===== config.mk =====
export PLATFORM = sky130hd
export DESIGN_NAME = hud_timer_drawer
export DESIGN_NICKNAME = d
export VERILOG_FILES = /design/src/rtl/hud_timer_drawer.sv
export SDC_FILE = /design/constraint.sdc
export NUM_CORES = 1
export LEC_CHECK = 0
export CAP_MARGIN = 15
export CORE_ASPECT_RATIO = 0.6
export CORE_UTILIZATION = 35
export CTS_BUF_LIST = sky130_fd_sc_hd__clkbuf_8
export CTS_CLUSTER_DIAMETER = 100
export DETAILED_ROUTE_END_ITERATION = 8
export PLACE_DENSITY = 0.71
export REMOVE_ABC_BUFFERS = 1
export SYNTH_ARGS = -nofsm -noshare
export SYNTH_HDL_FRONTEND = slang
export SYNTH_SLANG_ARGS = --single-unit

===== constraint.sdc =====
create_clock -name clk -period 2.2 [get_ports clk]
set_input_delay 0.44 -clock clk [delete_from_list [all_inputs] [get_ports clk]]
set_output_delay 0.44 -clock clk [all_outputs]
set_load 0.005 [all_outputs]

===== src/rtl/hud_timer_drawer.sv =====
// ----------------------------------------------------------------------------
// hud_timer_drawer : BCD countdown with a 3-digit scaled 3x5-font HUD readout.
// Optional macro HUD_TIMER_BLINK_EN blinks the readout in the last 10 seconds.
// Revision: 1.0
// ----------------------------------------------------------------------------
`default_nettype none

module hud_timer_drawer #(
   parameter int          TOP_LEFT_X  = 16,
   parameter int          TOP_LEFT_Y  = 8,
   parameter logic [11:0] START_BCD   = 12'h180,
   parameter int          SCALE_SHIFT = 2,
   parameter logic [7:0]  DIGIT_COLOR = 8'hFF
) (
   input  logic        clk,
   input  logic        resetN,
   input  logic        startOfFrame,
   input  logic        oneSecPulse,
   input  logic        restart,
   input  logic        pause,
   input  logic [10:0] pixelX,
   input  logic [10:0] pixelY,
   output logic        timerDR,
   output logic [7:0]  timerRGB,
   output logic        timeUp,
   output logic [11:0] secondsBCD
);

   typedef enum logic [1:0] {
      IDLE    = 2'd0,
      RUN     = 2'd1,
      PAUSED  = 2'd2,
      EXPIRED = 2'd3
   } state_t;

   localparam int          S    = 1 << SCALE_SHIFT;
   localparam logic [11:0] X_LO = 12'(TOP_LEFT_X);
   localparam logic [11:0] X_HI = 12'(TOP_LEFT_X + 12 * S);
   localparam logic [11:0] Y_LO = 12'(TOP_LEFT_Y);
   localparam logic [11:0] Y_HI = 12'(TOP_LEFT_Y + 5 * S);

   state_t      state_q, state_d;
   logic [11:0] count_q, count_d;
   logic [11:0] disp_q, disp_d;
   logic        dr_q, dr_d;
   logic [7:0]  rgb_q, rgb_d;

   logic [11:0] px, py, dx, dy;
   logic        in_region;
   logic [1:0]  digit, col;
   logic [2:0]  row;
   logic [3:0]  nibble;
   logic [2:0]  row_bits;
   logic        font_bit;
   logic        blank;

   // Only called with a value above 001, so a borrow out of tens always
   // finds a non-zero hundreds digit.
   function automatic logic [11:0] bcd_dec(input logic [11:0] v);
      logic [3:0] h, t, u;
      h = v[11:8];
      t = v[7:4];
      u = v[3:0];
      if (u != 4'd0) begin
         u = u - 4'd1;
      end else begin
         u = 4'd9;
         if (t != 4'd0) begin
            t = t - 4'd1;
         end else begin
            t = 4'd9;
            h = h - 4'd1;
         end
      end
      return {h, t, u};
   endfunction

   function automatic logic [2:0] font_row(input logic [3:0] d, input logic [2:0] r);
      logic [14:0] g;
      case (d)
         4'd0:    g = 15'b111_101_101_101_111;
         4'd1:    g = 15'b010_110_010_010_111;
         4'd2:    g = 15'b111_001_111_100_111;
         4'd3:    g = 15'b111_001_111_001_111;
         4'd4:    g = 15'b101_101_111_001_001;
         4'd5:    g = 15'b111_100_111_001_111;
         4'd6:    g = 15'b111_100_111_101_111;
         4'd7:    g = 15'b111_001_001_001_001;
         4'd8:    g = 15'b111_101_111_101_111;
         4'd9:    g = 15'b111_101_111_001_111;
         default: g = 15'b000_000_000_000_000;
      endcase
      case (r)
         3'd0:    return g[14:12];
         3'd1:    return g[11:9];
         3'd2:    return g[8:6];
         3'd3:    return g[5:3];
         3'd4:    return g[2:0];
         default: return 3'b000;
      endcase
   endfunction

   always_comb begin
      state_d = state_q;
      count_d = count_q;
      if (restart) begin
         count_d = START_BCD;
         state_d = RUN;
      end else begin
         case (state_q)
            RUN: begin
               if (pause) begin
                  state_d = PAUSED;
               end else if (oneSecPulse) begin
                  if (count_q == 12'h000) begin
                     state_d = EXPIRED;
                  end else if (count_q == 12'h001) begin
                     count_d = 12'h000;
                     state_d = EXPIRED;
                  end else begin
                     count_d = bcd_dec(count_q);
                  end
               end
            end
            PAUSED: begin
               if (!pause) begin
                  state_d = RUN;
               end
            end
            IDLE, EXPIRED: state_d = state_q;
            default:       state_d = IDLE;
         endcase
      end
   end

   // The latch samples the registered count, so a coincident decrement is
   // not seen until the following frame.
   always_comb begin
      disp_d = disp_q;
      if (startOfFrame) begin
         disp_d = count_q;
      end
   end

   // Bounds are compared before subtracting so wrapped offsets never hit.
   always_comb begin
      px        = {1'b0, pixelX};
      py        = {1'b0, pixelY};
      in_region = (px >= X_LO) && (px < X_HI) && (py >= Y_LO) && (py < Y_HI);
      dx        = px - X_LO;
      dy        = py - Y_LO;
      digit     = 2'(dx >> (SCALE_SHIFT + 2));
      col       = 2'(dx >> SCALE_SHIFT);
      row       = 3'(dy >> SCALE_SHIFT);
   end

   always_comb begin
      case (digit)
         2'd0:    nibble = disp_q[11:8];
         2'd1:    nibble = disp_q[7:4];
         default: nibble = disp_q[3:0];
      endcase
      row_bits = font_row(nibble, row);
      case (col)
         2'd0:    font_bit = row_bits[2];
         2'd1:    font_bit = row_bits[1];
         2'd2:    font_bit = row_bits[0];
         default: font_bit = 1'b0;
      endcase
   end

`ifdef HUD_TIMER_BLINK_EN
   logic [4:0] frame_cnt_q, frame_cnt_d;

   always_comb begin
      frame_cnt_d = frame_cnt_q;
      if (startOfFrame) begin
         frame_cnt_d = frame_cnt_q + 5'd1;
      end
   end

   // Valid BCD orders the same as unsigned binary, so a plain compare works.
   assign blank = (state_q == RUN) && (count_q <= 12'h010) && frame_cnt_q[4];

   always_ff @(posedge clk or negedge resetN) begin
      if (!resetN) begin
         frame_cnt_q <= 5'd0;
      end else begin
         frame_cnt_q <= frame_cnt_d;
      end
   end
`else
   assign blank = 1'b0;
`endif

   always_comb begin
      dr_d  = in_region && (col != 2'd3) && font_bit && !blank;
      rgb_d = dr_d ? DIGIT_COLOR : 8'h00;
   end

   always_ff @(posedge clk or negedge resetN) begin
      if (!resetN) begin
         state_q <= IDLE;
         count_q <= START_BCD;
         disp_q  <= START_BCD;
         dr_q    <= 1'b0;
         rgb_q   <= 8'h00;
      end else begin
         state_q <= state_d;
         count_q <= count_d;
         disp_q  <= disp_d;
         dr_q    <= dr_d;
         rgb_q   <= rgb_d;
      end
   end

   assign timerDR    = dr_q;
   assign timerRGB   = rgb_q;
   assign timeUp     = (state_q == EXPIRED);
   assign secondsBCD = count_q;

endmodule

`default_nettype wire


Word level (Yosys, flattened, before mapping)
Memories as Yosys holds them, arrays and structs flattened.
Index checks and enable logic that the tools add are counted.
{"block": "totals", "rom_bits": 240, "elab_cells": 78, "mem_count": 1, "regBits": 35}
{"block": "op_classes", "n_mux": 22, "addsub": 5, "eq_ne": 20, "reduce_logical": 19, "n_lt_le_gt_ge": 4}
{"memory": "(no name shown)", "depth": 16, "width": 15, "read_ports": 1, "rd_ports_with_merged_regs": 0, "wr": 0, "line_no": "80", "rtl": "case (d)"}
{"op": "$mux 12", "n": 6}
{"op": "$mux 4", "n": 5}
{"op": "$pmux 3 s5", "n": 1}
{"op": "$eq 12x1->1 const B", "n": 1}
{"op": "$logic_not 12->1", "n": 1}
{"op": "$mux 2", "n": 6}
{"op": "$sub 4x1->4 const B", "n": 3}
{"op": "$ge 11x4->1 const B", "n": 1}
{"op": "$ge 11x5->1 const B", "n": 1}
{"op": "$lt 11x5->1 const B", "n": 1}
{"op": "$lt 11x7->1 const B", "n": 1}
{"op": "$ne 3x3->1 const B", "n": 3}
{"op": "$mux 8", "n": 1}
{"op": "$ne 2x2->1 const B", "n": 4}
{"op": "$pmux 4 s2", "n": 1}
{"op": "$reduce_and 4->1", "n": 2}
{"op": "$reduce_bool 4->1", "n": 2}
{"op": "$eq 2x1->1 const B", "n": 3}
{"op": "$eq 2x2->1 const B", "n": 3}
{"op": "$eq 3x2->1 const B", "n": 2}
{"op": "$logic_not 2->1", "n": 3}
{"op": "$reduce_and 6->1", "n": 1}
{"op": "$sub 6x5->6 const B", "n": 1}
{"op": "$logic_and 1x1->1", "n": 5}
{"op": "other kinds (11)", "n": 12}

Longest topological paths before layout
{"block": "logic_depth", "ltp_word": 9, "ltp_mapped": 13, "depth_no_buf": 12}

Worst setup path after synthesis
OpenSTA, ideal clock, no wires.
{"block": "synth_path", "path_kind": "input to register", "startpoint": "in pixelX[4]", "endpoint": "reg rgb_q[6], in the netlist timerRGB[6]", "t_arrival_ns": 2.454, "path_slack_ns": -0.337, "required_time_ns": 2.118, "path_stages": 12, "cell_sequence": "inv_1 > ha_1 > buf_4 > inv_1 > mux2_2 > ha_1 > or3_1 > a221oi_1 > a31oi_1 > o21ai_2 > nor3_1 > o22ai_1"}
{"block": "synth_via", "elab_chain_cells": 8}
{"item": "start, declared", "line_no": "21", "rtl": "input logic [10:0] pixelX,"}
{"item": "$sub 6x5->6", "line_no": "150", "rtl": "dx = px - X_LO;"}
{"item": "$eq 2x1->1 or $logic_not 2->1 (tied branches)", "line_no": "158", "rtl": "case (digit)"}
{"item": "$pmux 4 s2", "line_no": "158"}
{"item": "$mem_v2 16x15"}
{"item": "$pmux 3 s5", "line_no": "93", "rtl": "case (r)"}
{"item": "$pmux 1 s3", "line_no": "164", "rtl": "case (col)"}
{"item": "$logic_and 1x1->1 (*)", "line_no": "197", "rtl": "dr_d = in_region && (col != 2'd3) && font_bit && !blank;"}
{"item": "via dr_d", "line_no": "45", "rtl": "logic dr_q, dr_d;"}
{"item": "$mux 8 (*)", "line_no": "198", "rtl": "rgb_d = dr_d ? DIGIT_COLOR : 8'h00;"}
{"item": "end signal, assigned", "line_no": "213", "rtl": "rgb_q <= rgb_d;"}
{"item": "end, declared", "line_no": "46", "rtl": "logic [7:0] rgb_q, rgb_d;"}
The timed path passes the listed nets; every way through them passes the cells marked *.
A chain may end at the register's enable or synchronous reset.

Final worst setup path
Ends and elaborated chain as after synthesis.

==> out/qor.csv <==
metric,value,unit
port_buffers,49,
dieHeight,62.26,um
cp.depth,11,
critPathSlowestCell,a221oi_1,
synth_area_leaders,"dfrtp_1, ha_1, mux2_2",
setup_slack,-201.8,ps
reg2reg_depth,8,
synth_top_area_share,27.17,%
synth.cells.most_frequent,"dfrtp_1, nor2_1, inv_1",
grt_util_met1,30.94,%
crit_buf_inv,4,
clk_pin_slew,90,ps
clock-sinks,27,
final_layout_size_suffix_gt1_share,32.82,%
place_congestion,0.8997,
drtIter0Drc,190,
worstSkewPairLatency,270,ps
ios,50,
power_leakage,1.363,nW
power,2.582,mW
grt-ovfl-total,0,
grtUsageTotal,19.11,%
crit_top_cell,buf_8,
antenna_cells,0,
status,finished with violations,
rsz0062_at_grt,true,
ys_seq_elements,27,
finalHoldViolations,0,
grt_busiest_layer,met1,
drt_pass1_iterations,5,
clock.fmax,416.4,MHz
setup_violations,1,
finalCriticalPeriod,2402,ps
synth_flop_cell,dfrtp_1,
grt_pass1_vias,1953,
async_flop_share,100.0,%
synth_area,0.002118,mm2
worstMarginPinSlew,570.1,ps
grt_max_degree,28,
ant_nets,0,
crit_arrival,2540,ps
initial_utilization,37.15,%
nets,370,
cp_cell_sequence,buf_8 -> inv_4 -> ha_4 -> inv_2 -> mux2_4 -> buf_8 -> ha_1 -> a221oi_1 -> nor3_1 -> a211oi_1 -> o22ai_1,
cp_max_fo,6,
drc,0,
hold_depth,2,
maxSlewHeadroom,61.88,%
max-cap-violations,0,
cp-start-kind,input port,
antenna_found_initial,0,
cts_buffers,3,
viasPerCell,5.372,
worstSetupPathType,input port to flip-flop,
synth_edf_count,0,
rows,21,
syn2layout_area_growth,51.74,%
die_x,102.4,um
cp_top_family,compound AO/OA/AOI/OAI gates,
cp.required,2340,ps
root_buffer,clkbuf_8,
globalRouteMet3Util,3.829,%
dp.cells,394,
htree_num_levels,1,
synth_top_cell_by_area,dfrtp_1,
clockBufferDepth,2,
placed_cell_area,0.002959,mm2
synth-seq-area-share,32.13,%
fin_crit_sh,109.2,%
slew_viol_final,0,
finalWirelength,6152,um
yosys_warnings,0,
hold_class,flip-flop to flip-flop,
avgSynthCellArea,9.014,um2
ir_drop,441.2,uV
skew,4.841,ps
met2_usage,25.75,%
grt_pass1_wl,9673,um
wl_per_cell,15.27,um
cts_tree,built,
p_per_area,803.3,mW/mm2
dieArea,0.006378,mm2
fin_cells,403,
vias,2165,
violations,negative setup slack,
core-area,0.005702,mm2
ys_types,57,
endpoint_kind,flip-flop,
slowest_delay,360,ps
dp_hpwl,4520,um
post-route-cell-area,0.003214,mm2
syn_inst,235,
[layout by cell type, fill, tap and decap left out, drive strengths merged, types with 3 or more instances in the layout]
cell            n
o21ai          19
nor2b           3
mux2           13
o31ai           3
a22oi           4
nand2b          5
nor3b           3
buf            52
or4             5
clkbuf          3
a221oi          5
nor3            4
dfstp           4
inv            20
ha             18
o211ai          4
or3             4
dfrtp          23
nor2           23
clkdlybuf4s50  47
nand2           9
a21oi          14
[tightest hold or removal path, stage by stage, from the launching register on]
cell and delay [ps]:
dfstp_2 380, inv_1 70, a21oi_1 60
[cells by family after synthesis]
logic type | synth area share [%]
buffers and inverters | 8.092
AO/OA/AOI/OAI | 23.27
flip-flops | 32.13
multiplexers | 7.856
XOR/XNOR | 0.4135
AND/OR/NAND/NOR | 17.60
adder cells (fa/ha/maj) | 10.63
[timing repair]
item,4_1_cts,5_1_grt
setup endpoints to repair,1,7
resized for setup,36,15
buffers inserted,2,3
hold buffers,0,0
pin swaps,12,7
[layer usage]
layer,vias up,part of all wire [%]
met5,-,0
met4,0,1.1
met3,12,6.3
met2,91,43
met1,1029,49
li1,1033,-
[worst paths after layout]
kind | startpoint | end | slack (ps)
worst max-delay path | pixelX[4] | timerRGB[6]$_DFF_PN0_ | -200
worst min-delay path | secondsBCD[8]$_DFFE_PN1P_ | secondsBCD[8]$_DFFE_PN1P_ | 510
worst max register to register | disp_q[8]$_DFFE_PN1P_ | timerRGB[6]$_DFF_PN0_ | -120
worst min register to register | secondsBCD[8]$_DFFE_PN1P_ | secondsBCD[8]$_DFFE_PN1P_ | 510
max in group asynchronous | resetN | disp_q[8]$_DFFE_PN1P_ | 1360
min in group asynchronous | resetN | state_q[0]$_DFFE_PN0P_ | 530
[area by class of cell]
| cell class | count | area [um2] |
|---|---|---|
| Sequential cell | 27 | 680.7 |
| Timing Repair Buffer | 99 | 892.1 |
| Clock inverter | 1 | 3.754 |
| Clock buffer | 3 | 41.29 |
| Tap cell | 80 | 100.1 |
| Inverter | 19 | 73.82 |
| Multi-Input combinational cell | 174 | 1423 |
| Fill cell | 508 | 2487 |
[report_power, final]
part,switching [mW],total [mW],internal (mW),leakage (nW)
clock,0.154,0.279,0.125,0.0269
sequential,0.170,0.839,0.670,0.341
combinational,0.657,1.46,0.807,0.995
[per-stage QoR]
stage               utilization, %  hold WS (ps)  TNS [ps]  setup slack (ps)
detailed placement           51.90         490.1    -991.1            -991.1
CTS                          54.90         506.0    -13.85            -13.85
floorplan                        -         144.4    -320.8            -320.8
global placement             51.90         482.8    -966.3            -966.3
global route                 56.37         527.6    -225.6            -218.9
finish                       56.37         508.0    -201.8            -201.8
[state kept, by name, indices dropped and copies added, names as in the netlist]
signal      cells
state_q         2
timerRGB        1
secondsBCD     12
disp_q         12
No activity file was read; power rests on OpenSTA's default activity.
